--- src/rtl/mem_port_arbiter_if.sv ---
// mem_port_arbiter_if
// Bundles the three buses around the shared-memory arbiter:
//   - instruction-fetch port : if_req, if_addr -> if_rdata, if_ack, if_stall
//   - load/store port        : dm_req, dm_we, dm_addr, dm_wdata -> dm_rdata, dm_ack, dm_stall
//   - memory bus             : mem_en, mem_we, mem_addr, mem_wdata <- mem_rdata
//   - status                 : owner_dm, busy
// Modport "slave" is the arbiter's view; "master" is the core/memory side.
interface mem_port_arbiter_if #(
  parameter int AW = 32,
  parameter int DW = 32
);
  logic          if_req;
  logic [AW-1:0] if_addr;
  logic [DW-1:0] if_rdata;
  logic          if_ack;
  logic          if_stall;

  logic          dm_req;
  logic          dm_we;
  logic [AW-1:0] dm_addr;
  logic [DW-1:0] dm_wdata;
  logic [DW-1:0] dm_rdata;
  logic          dm_ack;
  logic          dm_stall;

  logic          mem_en;
  logic          mem_we;
  logic [AW-1:0] mem_addr;
  logic [DW-1:0] mem_wdata;
  logic [DW-1:0] mem_rdata;

  logic          owner_dm;
  logic          busy;

  modport slave (
    input  if_req, if_addr, dm_req, dm_we, dm_addr, dm_wdata, mem_rdata,
    output if_rdata, if_ack, if_stall, dm_rdata, dm_ack, dm_stall,
           mem_en, mem_we, mem_addr, mem_wdata, owner_dm, busy
  );

  modport master (
    output if_req, if_addr, dm_req, dm_we, dm_addr, dm_wdata, mem_rdata,
    input  if_rdata, if_ack, if_stall, dm_rdata, dm_ack, dm_stall,
           mem_en, mem_we, mem_addr, mem_wdata, owner_dm, busy
  );
endinterface

--- src/rtl/mem_port_arbiter.sv ---
// mem_port_arbiter
// Shares one single-ported, fixed-latency memory between the MIPS IF stage
// and MEM stage. Requests are serialised: a grant drives the memory bus for
// LAT cycles, read data is captured at the end of the last access cycle and
// the owner's ack pulses in the following (DONE) cycle. Data accesses win
// ties unless IF has watched STARVE consecutive DM grants.
// Ports:
//   clk  - rising-edge clock
//   rst  - asynchronous active-low reset
//   bus  - mem_port_arbiter_if.slave (IF port, DM port, memory bus, status)
// Parameters: AW/DW bus widths, LAT access latency (1..15),
//             STARVE anti-starvation limit (1..15).
module mem_port_arbiter #(
  parameter int AW     = 32,
  parameter int DW     = 32,
  parameter int LAT    = 2,
  parameter int STARVE = 4
) (
  input logic               clk,
  input logic               rst,
  mem_port_arbiter_if.slave bus
);

  typedef enum logic [1:0] {
    IDLE   = 2'd0,
    ACCESS = 2'd1,
    DONE   = 2'd2
  } state_t;

  localparam logic [3:0] CNT_LOAD   = 4'(LAT - 1);
  localparam logic [3:0] STARVE_MAX = 4'(STARVE);

  state_t        state_reg;
  logic [3:0]    cnt_reg;
  logic [3:0]    starve_cnt_reg;
  logic          owner_dm_reg;
  logic          cancel_reg;
  logic          if_ack_reg;
  logic          dm_ack_reg;
  logic [DW-1:0] if_rdata_reg;
  logic [DW-1:0] dm_rdata_reg;
  logic          mem_en_reg;
  logic          mem_we_reg;
  logic [AW-1:0] mem_addr_reg;
  logic [DW-1:0] mem_wdata_reg;

  // Arbitration runs in IDLE and DONE. In DONE the port just served may
  // still be holding its (already satisfied) request, so it is masked out.
  logic arb_open;
  logic served_if;
  logic served_dm;
  logic if_cand;
  logic dm_cand;
  logic starved;
  logic grant_if;
  logic grant_dm;

  assign arb_open  = (state_reg != ACCESS);
  assign served_if = (state_reg == DONE) && !owner_dm_reg;
  assign served_dm = (state_reg == DONE) && owner_dm_reg;
  assign if_cand   = arb_open && bus.if_req && !served_if;
  assign dm_cand   = arb_open && bus.dm_req && !served_dm;
  assign starved   = (starve_cnt_reg == STARVE_MAX);
  assign grant_if  = if_cand && (!dm_cand || starved);
  assign grant_dm  = dm_cand && !grant_if;

  always_ff @(posedge clk or negedge rst) begin
    if (!rst) begin
      state_reg      <= IDLE;
      cnt_reg        <= '0;
      starve_cnt_reg <= '0;
      owner_dm_reg   <= 1'b0;
      cancel_reg     <= 1'b0;
      if_ack_reg     <= 1'b0;
      dm_ack_reg     <= 1'b0;
      if_rdata_reg   <= '0;
      dm_rdata_reg   <= '0;
      mem_en_reg     <= 1'b0;
      mem_we_reg     <= 1'b0;
      mem_addr_reg   <= '0;
      mem_wdata_reg  <= '0;
    end else begin
      if_ack_reg <= 1'b0;
      dm_ack_reg <= 1'b0;

      // The starvation count only means something while IF is waiting.
      if (!bus.if_req || grant_if) begin
        starve_cnt_reg <= '0;
      end else if (grant_dm && !starved) begin
        starve_cnt_reg <= starve_cnt_reg + 4'd1;
      end

      case (state_reg)
        IDLE, DONE: begin
          if (grant_if || grant_dm) begin
            state_reg     <= ACCESS;
            cnt_reg       <= CNT_LOAD;
            owner_dm_reg  <= grant_dm;
            cancel_reg    <= 1'b0;
            mem_en_reg    <= 1'b1;
            mem_we_reg    <= grant_dm && bus.dm_we;
            mem_addr_reg  <= grant_dm ? bus.dm_addr : bus.if_addr;
            mem_wdata_reg <= grant_dm ? bus.dm_wdata : '0;
          end else begin
            state_reg <= IDLE;
          end
        end

        ACCESS: begin
          // A fetch whose request drops at any point of the access was
          // flushed by the pipeline; the access still runs to completion.
          if (!owner_dm_reg && !bus.if_req) begin
            cancel_reg <= 1'b1;
          end
          if (cnt_reg == 4'd0) begin
            state_reg     <= DONE;
            mem_en_reg    <= 1'b0;
            mem_we_reg    <= 1'b0;
            mem_addr_reg  <= '0;
            mem_wdata_reg <= '0;
            if (owner_dm_reg) begin
              dm_ack_reg <= 1'b1;
              if (!mem_we_reg) begin
                dm_rdata_reg <= bus.mem_rdata;
              end
            end else begin
              if_rdata_reg <= bus.mem_rdata;
              if_ack_reg   <= !cancel_reg && bus.if_req;
            end
          end else begin
            cnt_reg <= cnt_reg - 4'd1;
          end
        end

        default: state_reg <= IDLE;
      endcase
    end
  end

  assign bus.if_rdata  = if_rdata_reg;
  assign bus.if_ack    = if_ack_reg;
  assign bus.if_stall  = bus.if_req && !if_ack_reg;
  assign bus.dm_rdata  = dm_rdata_reg;
  assign bus.dm_ack    = dm_ack_reg;
  assign bus.dm_stall  = bus.dm_req && !dm_ack_reg;
  assign bus.mem_en    = mem_en_reg;
  assign bus.mem_we    = mem_we_reg;
  assign bus.mem_addr  = mem_addr_reg;
  assign bus.mem_wdata = mem_wdata_reg;
  assign bus.owner_dm  = owner_dm_reg;
  assign bus.busy      = (state_reg != IDLE);

endmodule
--- src/flat_wrapper.sv ---
// flat-port wrapper written by rule: the top's interface ports become plain ports
module mem_port_arbiter_flat 
#(
  parameter int AW     = 32,
  parameter int DW     = 32,
  parameter int LAT    = 2,
  parameter int STARVE = 4
)
  (clk, rst, bus_if_req, bus_if_addr, bus_dm_req, bus_dm_we, bus_dm_addr, bus_dm_wdata, bus_mem_rdata, bus_if_rdata, bus_if_ack, bus_if_stall, bus_dm_rdata, bus_dm_ack, bus_dm_stall, bus_mem_en, bus_mem_we, bus_mem_addr, bus_mem_wdata, bus_owner_dm, bus_busy);
  mem_port_arbiter_if #(.AW(AW), .DW(DW)) bus_i ();
  input logic clk;
  input logic rst;
  input wire logic [$bits(bus_i.if_req)-1:0] bus_if_req;
  input wire logic [$bits(bus_i.if_addr)-1:0] bus_if_addr;
  input wire logic [$bits(bus_i.dm_req)-1:0] bus_dm_req;
  input wire logic [$bits(bus_i.dm_we)-1:0] bus_dm_we;
  input wire logic [$bits(bus_i.dm_addr)-1:0] bus_dm_addr;
  input wire logic [$bits(bus_i.dm_wdata)-1:0] bus_dm_wdata;
  input wire logic [$bits(bus_i.mem_rdata)-1:0] bus_mem_rdata;
  output wire logic [$bits(bus_i.if_rdata)-1:0] bus_if_rdata;
  output wire logic [$bits(bus_i.if_ack)-1:0] bus_if_ack;
  output wire logic [$bits(bus_i.if_stall)-1:0] bus_if_stall;
  output wire logic [$bits(bus_i.dm_rdata)-1:0] bus_dm_rdata;
  output wire logic [$bits(bus_i.dm_ack)-1:0] bus_dm_ack;
  output wire logic [$bits(bus_i.dm_stall)-1:0] bus_dm_stall;
  output wire logic [$bits(bus_i.mem_en)-1:0] bus_mem_en;
  output wire logic [$bits(bus_i.mem_we)-1:0] bus_mem_we;
  output wire logic [$bits(bus_i.mem_addr)-1:0] bus_mem_addr;
  output wire logic [$bits(bus_i.mem_wdata)-1:0] bus_mem_wdata;
  output wire logic [$bits(bus_i.owner_dm)-1:0] bus_owner_dm;
  output wire logic [$bits(bus_i.busy)-1:0] bus_busy;
  assign bus_i.if_req = bus_if_req;
  assign bus_i.if_addr = bus_if_addr;
  assign bus_i.dm_req = bus_dm_req;
  assign bus_i.dm_we = bus_dm_we;
  assign bus_i.dm_addr = bus_dm_addr;
  assign bus_i.dm_wdata = bus_dm_wdata;
  assign bus_i.mem_rdata = bus_mem_rdata;
  assign bus_if_rdata = bus_i.if_rdata;
  assign bus_if_ack = bus_i.if_ack;
  assign bus_if_stall = bus_i.if_stall;
  assign bus_dm_rdata = bus_i.dm_rdata;
  assign bus_dm_ack = bus_i.dm_ack;
  assign bus_dm_stall = bus_i.dm_stall;
  assign bus_mem_en = bus_i.mem_en;
  assign bus_mem_we = bus_i.mem_we;
  assign bus_mem_addr = bus_i.mem_addr;
  assign bus_mem_wdata = bus_i.mem_wdata;
  assign bus_owner_dm = bus_i.owner_dm;
  assign bus_busy = bus_i.busy;
  mem_port_arbiter #(.AW(AW), .DW(DW), .LAT(LAT), .STARVE(STARVE)) u_core (.clk(clk), .rst(rst), .bus(bus_i));
endmodule
--- config.mk ---
export PLATFORM = sky130hd
export DESIGN_NAME = mem_port_arbiter_flat
export DESIGN_NICKNAME = d
export VERILOG_FILES = /design/src/rtl/mem_port_arbiter_if.sv /design/src/rtl/mem_port_arbiter.sv /design/src/flat_wrapper.sv
export SDC_FILE = /design/constraint.sdc
export NUM_CORES = 1
export LEC_CHECK = 0
export BUFFER_PORTS_ARGS = -buffer_cell sky130_fd_sc_hd__buf_4
export CAP_MARGIN = 15
export CORE_MARGIN = 2
export CORE_UTILIZATION = 30
export CTS_CLUSTER_DIAMETER = 40
export CTS_CLUSTER_SIZE = 30
export DETAILED_ROUTE_END_ITERATION = 16
export GPL_TIMING_DRIVEN = 0
export PLACE_DENSITY = 0.59
export SLEW_MARGIN = 30
export SYNTH_ARGS = -nofsm -noshare
export SYNTH_HDL_FRONTEND = slang
export SYNTH_SLANG_ARGS = --single-unit
--- constraint.sdc ---
create_clock -name clk -period 5.4 [get_ports clk]
set_input_delay 1.62 -clock clk [delete_from_list [all_inputs] [get_ports clk]]
set_output_delay 1.62 -clock clk [all_outputs]
set_load 0.005 [all_outputs]
# Word-level counts from Yosys, hierarchy flattened
# Index checks and enable logic that the tools add are counted.
# classes
add_sub_neg	2
n_eq_ne	8
muxes	29
bitwise_logic	2
reduce_logical	39
# ops
operator	n
32-bit two-way mux	5
32-bit one-hot mux with 2 select lines	2
4-bit two-way mux	4
1-bit logical AND	14
1-bit two-way mux	12
3-bit AND reduction	4
1-bit logical NOT	10
2-bit by 1-bit != test with 1-bit output (second input constant)	4
4-bit one-hot mux with 2 select lines	1
1-bit one-hot mux with 2 select lines	3
2-bit nonzero test	3
4-bit by 1-bit adder with 4-bit output (second input constant)	1
4-bit by 3-bit equality test with 1-bit output (second input constant)	1
4-bit logical NOT	1
2-bit one-hot mux with 2 select lines	1
4-bit AND reduction	1
4-bit by 1-bit subtractor with 4-bit output (second input constant)	1
1-bit logical OR	3
2-bit by 1-bit equality test with 1-bit output (second input constant)	1
2-bit equality test (second input constant)	1
2-bit logical NOT	1
2-bit two-way mux	1
2-bit != test (second input constant)	1
1-bit inverter	2
2 further kinds	2
# word_totals
reg_bits	144
inputBits	133
out_inout_bits	136
elab_cells	93

# Logic depth before layout (Yosys ltp)
# logic_depth
ltp_word	12
depth_mapped	9
ltp_nobuf	7

# Worst setup path before layout
# Ideal clock, no wire load.
# synth_path
path_kind	input to output
start	input bus_if_req
end	output bus_if_stall
arrival_ps	1814
required_ps	3780
slack_ps	1966
cell_stages	2
n_path_buf	0
cell_sequence	inv_2 nor2_1
# synth_via
elab_chain_len	1
# synth_rtl
element	line_no	text
start, declared	flat_wrapper.sv:13	input wire logic [$bits(bus_i.if_req)-1:0] bus_if_req;
1-bit logical AND	mem_port_arbiter.sv:142	assign bus.if_stall = bus.if_req && !if_ack_reg;
end, declared	flat_wrapper.sv:22	output wire logic [$bits(bus_i.if_stall)-1:0] bus_if_stall;
# No other way between the ends.

# Final worst setup path
# Same ends and word-level chain as after synthesis.

==> results.sh <==
export IMPL_crit_arrival_ps=2140
export IMPL_layoutNonFillerInstCount=941
export IMPL_netlist_instances=407
export IMPL_routabilityCongestion=0.8099
export IMPL_synth_top_family_by_area="compound AO/OA/AOI/OAI gates"
export IMPL_synth_simple_area_share=0.07886
export IMPL_finalSetupTns_ps=0
export IMPL_dp_cells=910
export IMPL_vias=4490
export IMPL_crit_path_start="bus_if_req"
export IMPL_crit_path_frequent_cell="buf_4"
export IMPL_clock_path_buffers=2
export IMPL_drt_first_pass_iters=6
export IMPL_slowest_stage="inv_2"
export IMPL_post_route_period_util=0.6959
export IMPL_pwr_share_seq=0.360
export IMPL_post_synth_num_cell_types=42
export IMPL_power_leakage_nw=4.292
export IMPL_crit_type="in2out"
export IMPL_coreArea_mm2=0.01877
export IMPL_finalClockSkew_ps=7.555
export IMPL_synth_compound_area_frac=0.1256
export IMPL_setup_viol_count_final=0
export IMPL_peakVddDrop_uv=242.9
export IMPL_r2r_start="u_core.cnt_reg[0]"
export IMPL_wl_met2_mm=8.279
export IMPL_max_cap_violations=0
export IMPL_period_needed_ps=3758
export IMPL_numCtsBuffers=17
export IMPL_wl_met3_mm=1.458
export IMPL_place_area_mm2=0.008099
export IMPL_wl_per_cell_um=18.06
export IMPL_yosysWarnings=0
export IMPL_synth_ff_type="dfrtp_1"
export IMPL_die_h_um=142.6
export IMPL_synth_edf_count=0
export IMPL_async_flop_share=1.000
export IMPL_drv_slew=0
export IMPL_grt_pass1_vias=4759
export IMPL_internal_power_mw=3.664
export IMPL_dpl_worst_slack_ps=1635
export IMPL_insertion_delay_ps=410
export IMPL_rsz0062_at_grt="no"
export IMPL_ys_seq_area_frac=0.6257
export IMPL_crit_required_ps=3780
export IMPL_max_stage_delay_ps=170
export IMPL_grt_overflow_total=0
export IMPL_cp_num_buf_inv=3
export IMPL_dp_final_hpwl_mm=13.23
export IMPL_cts_sinks=144
export IMPL_io_pins=269
export IMPL_status="finished, final reports clean"
export IMPL_path_max_fanout=10
export IMPL_critPathCaptureType="output port"
export IMPL_syn_nets=544
export IMPL_finalPower_mw=5.276
export IMPL_setup_ws_ps=1642
export IMPL_hp_class="reg2reg"
export IMPL_fin_hold_ws_ps=474.8
export IMPL_grt_antenna_before_repair=0
export IMPL_rows=50
export IMPL_synth_mux_area_frac=0.1251
export IMPL_grt_start_max_net_pins=79
export IMPL_drc_errors=0
export IMPL_highest_signal_layer="met4"
export IMPL_cts_tree="built"
export IMPL_netSwitchingFraction=0.3056
export IMPL_htree_levels=4
export IMPL_cts_resized=0
export IMPL_post_cts_setup_buffer_count=0
export IMPL_wl_met1_mm=7.096
export IMPL_p_switching_mw=1.612
export IMPL_area_delta_synth_final_pct=51.99
export IMPL_powerDensity_mw_per_mm2=602.8
export IMPL_drt_iter0_drc=147
export IMPL_power_frac_comb=0.392
export IMPL_ant_nets=0
export IMPL_grt_pass1_wl_mm=26.27
export IMPL_synth_avg_cell_area_um2=14.15
export IMPL_final_area_mm2=0.008753
export IMPL_rrSetupSlack_ps=3070
export IMPL_drive_above_1_share=0.5516
export IMPL_crit_cells=4
export IMPL_hold_start="u_core.cancel_reg"
export IMPL_diodes=0
export IMPL_initial_core_util=0.3069
export IMPL_synth_xor_xnor_area_share=0.004562
export IMPL_io_buffers=268
export IMPL_synth_area_leader_cell="dfrtp_1"
export IMPL_grt_usage=0.1688
export IMPL_vias_per_cell=4.772
export IMPL_start_kind="input pin"
export IMPL_reg2reg_to="u_core.bus.if_rdata[14]"
export IMPL_fmax_ghz=0.2661
export IMPL_hold_buffers=0
export IMPL_r2r_cells=7
export IMPL_synth_adder_area_share=0.008690
export IMPL_tightest_slew_ps=681.5
export IMPL_path_cells="buf_4, inv_2, nor2_1, buf_4"
export IMPL_dieArea_mm2=0.02032
export IMPL_ys_seq_elements=144
export IMPL_path_delay_family="buffers and inverters"
export IMPL_hold_viol=0
export IMPL_ys_top_cells_by_area="dfrtp_1 (63%), mux2_2 (12%), a221o_1 (5.6%)"
export IMPL_crit_end="bus_if_stall"
export IMPL_yosys_area_top_type_share=0.6257
export IMPL_clkSlewWorstSetupHoldPaths_ps=60
export IMPL_wl_mm=17.00
export IMPL_final_util=0.4664
export IMPL_cts_root_buf="clkbuf_16"
export IMPL_clkPwrFrac=0.248
export IMPL_finalNetCount=832
export IMPL_die_w_um=142.6
export IMPL_syn_area_mm2=0.005759
export IMPL_max_slew_margin_rel=0.5448
cells in the mapped netlist, drive strengths merged, types with 2 or more instances:
master / n
dfrtp: 144
o21ai: 2
nand2b: 2
nor3b: 2
and2: 33
nand3b: 2
mux2: 64
xor2: 3
nand2: 9
ha: 4
inv: 7
nand3: 9
a22o: 33
a221o: 32
nor3: 2
nor2: 8
clkbuf: 7
buf: 20
a21oi: 4
or3b: 2
or3: 2
nor2b: 2
cells in the final DEF, fill, tap and decap left out, drive strengths merged, types with 3 or more instances in the layout:
cell type  count
a21oi          4
a221o         32
a22o          33
and2          33
buf          289
bufinv         5
clkbuf        24
dfrtp        144
ha             4
inv           12
mux2          64
nand2          9
nand3          9
nor2           8
xor2           3
area by class of cell:
cell class              count  area [um2]
clock inverters            14       229.0
plain buffers              27       155.1
clock buffers              17       425.4
fillers                  1753       10010
repair buffers            269        2047
well taps                 234       292.8
multi-input cells         229        1974
flip-flops and latches    144        3603
inverters                   7       26.28
worst register-to-register path, cell delays in order, from the launching register on:
cell and delay, ps:
dfrtp_1 400, inv_1 90, ha_1 170, nor3b_1 300
nand2_1 190, nor2_1 320, buf_2 350, mux2_2 380
how the worst min path moves through the flow:
| stage | endpoint | slack, ps | cells after the start |
|---|---|---|---|
| after floorplan | u_core.bus.if_ack | 430 | 1 |
| after global placement | u_core.bus.if_ack | 460 | 1 |
| after detailed placement | u_core.bus.if_ack | 470 | 1 |
| after CTS | u_core.bus.if_ack | 470 | 1 |
| after global routing | u_core.bus.if_ack | 500 | 1 |
| final | u_core.bus.if_ack | 470 | 1 |
power groups by stage:
stage	clock network (mW)	registers [mW]	logic [mW]
6_report	1.31	1.90	2.07
5_1_grt	1.39	1.96	2.26
4_1_cts	1.34	1.90	2.11
3_5_place_dp	0	1.91	2.11
3_3_place_gp	0	1.90	2.06
2_1_floorplan	0	1.90	0.943
cells by family after synthesis:
group,after synthesis
flip-flops,144
AO/OA/AOI/OAI,79
AND/OR/NAND/NOR,79
multiplexers,64
buffers and inverters,34
adder cells (fa/ha/maj),4
XOR/XNOR,3
per-layer routing:
metal  GRT usage  vias to the layer above
met1      0.2093                     2175
met2      0.2852                      221
met5           0                        -
met4     0.04950                        0
li1            -                     2081
met3     0.05047                       13
(Power assumes the default switching activity.)
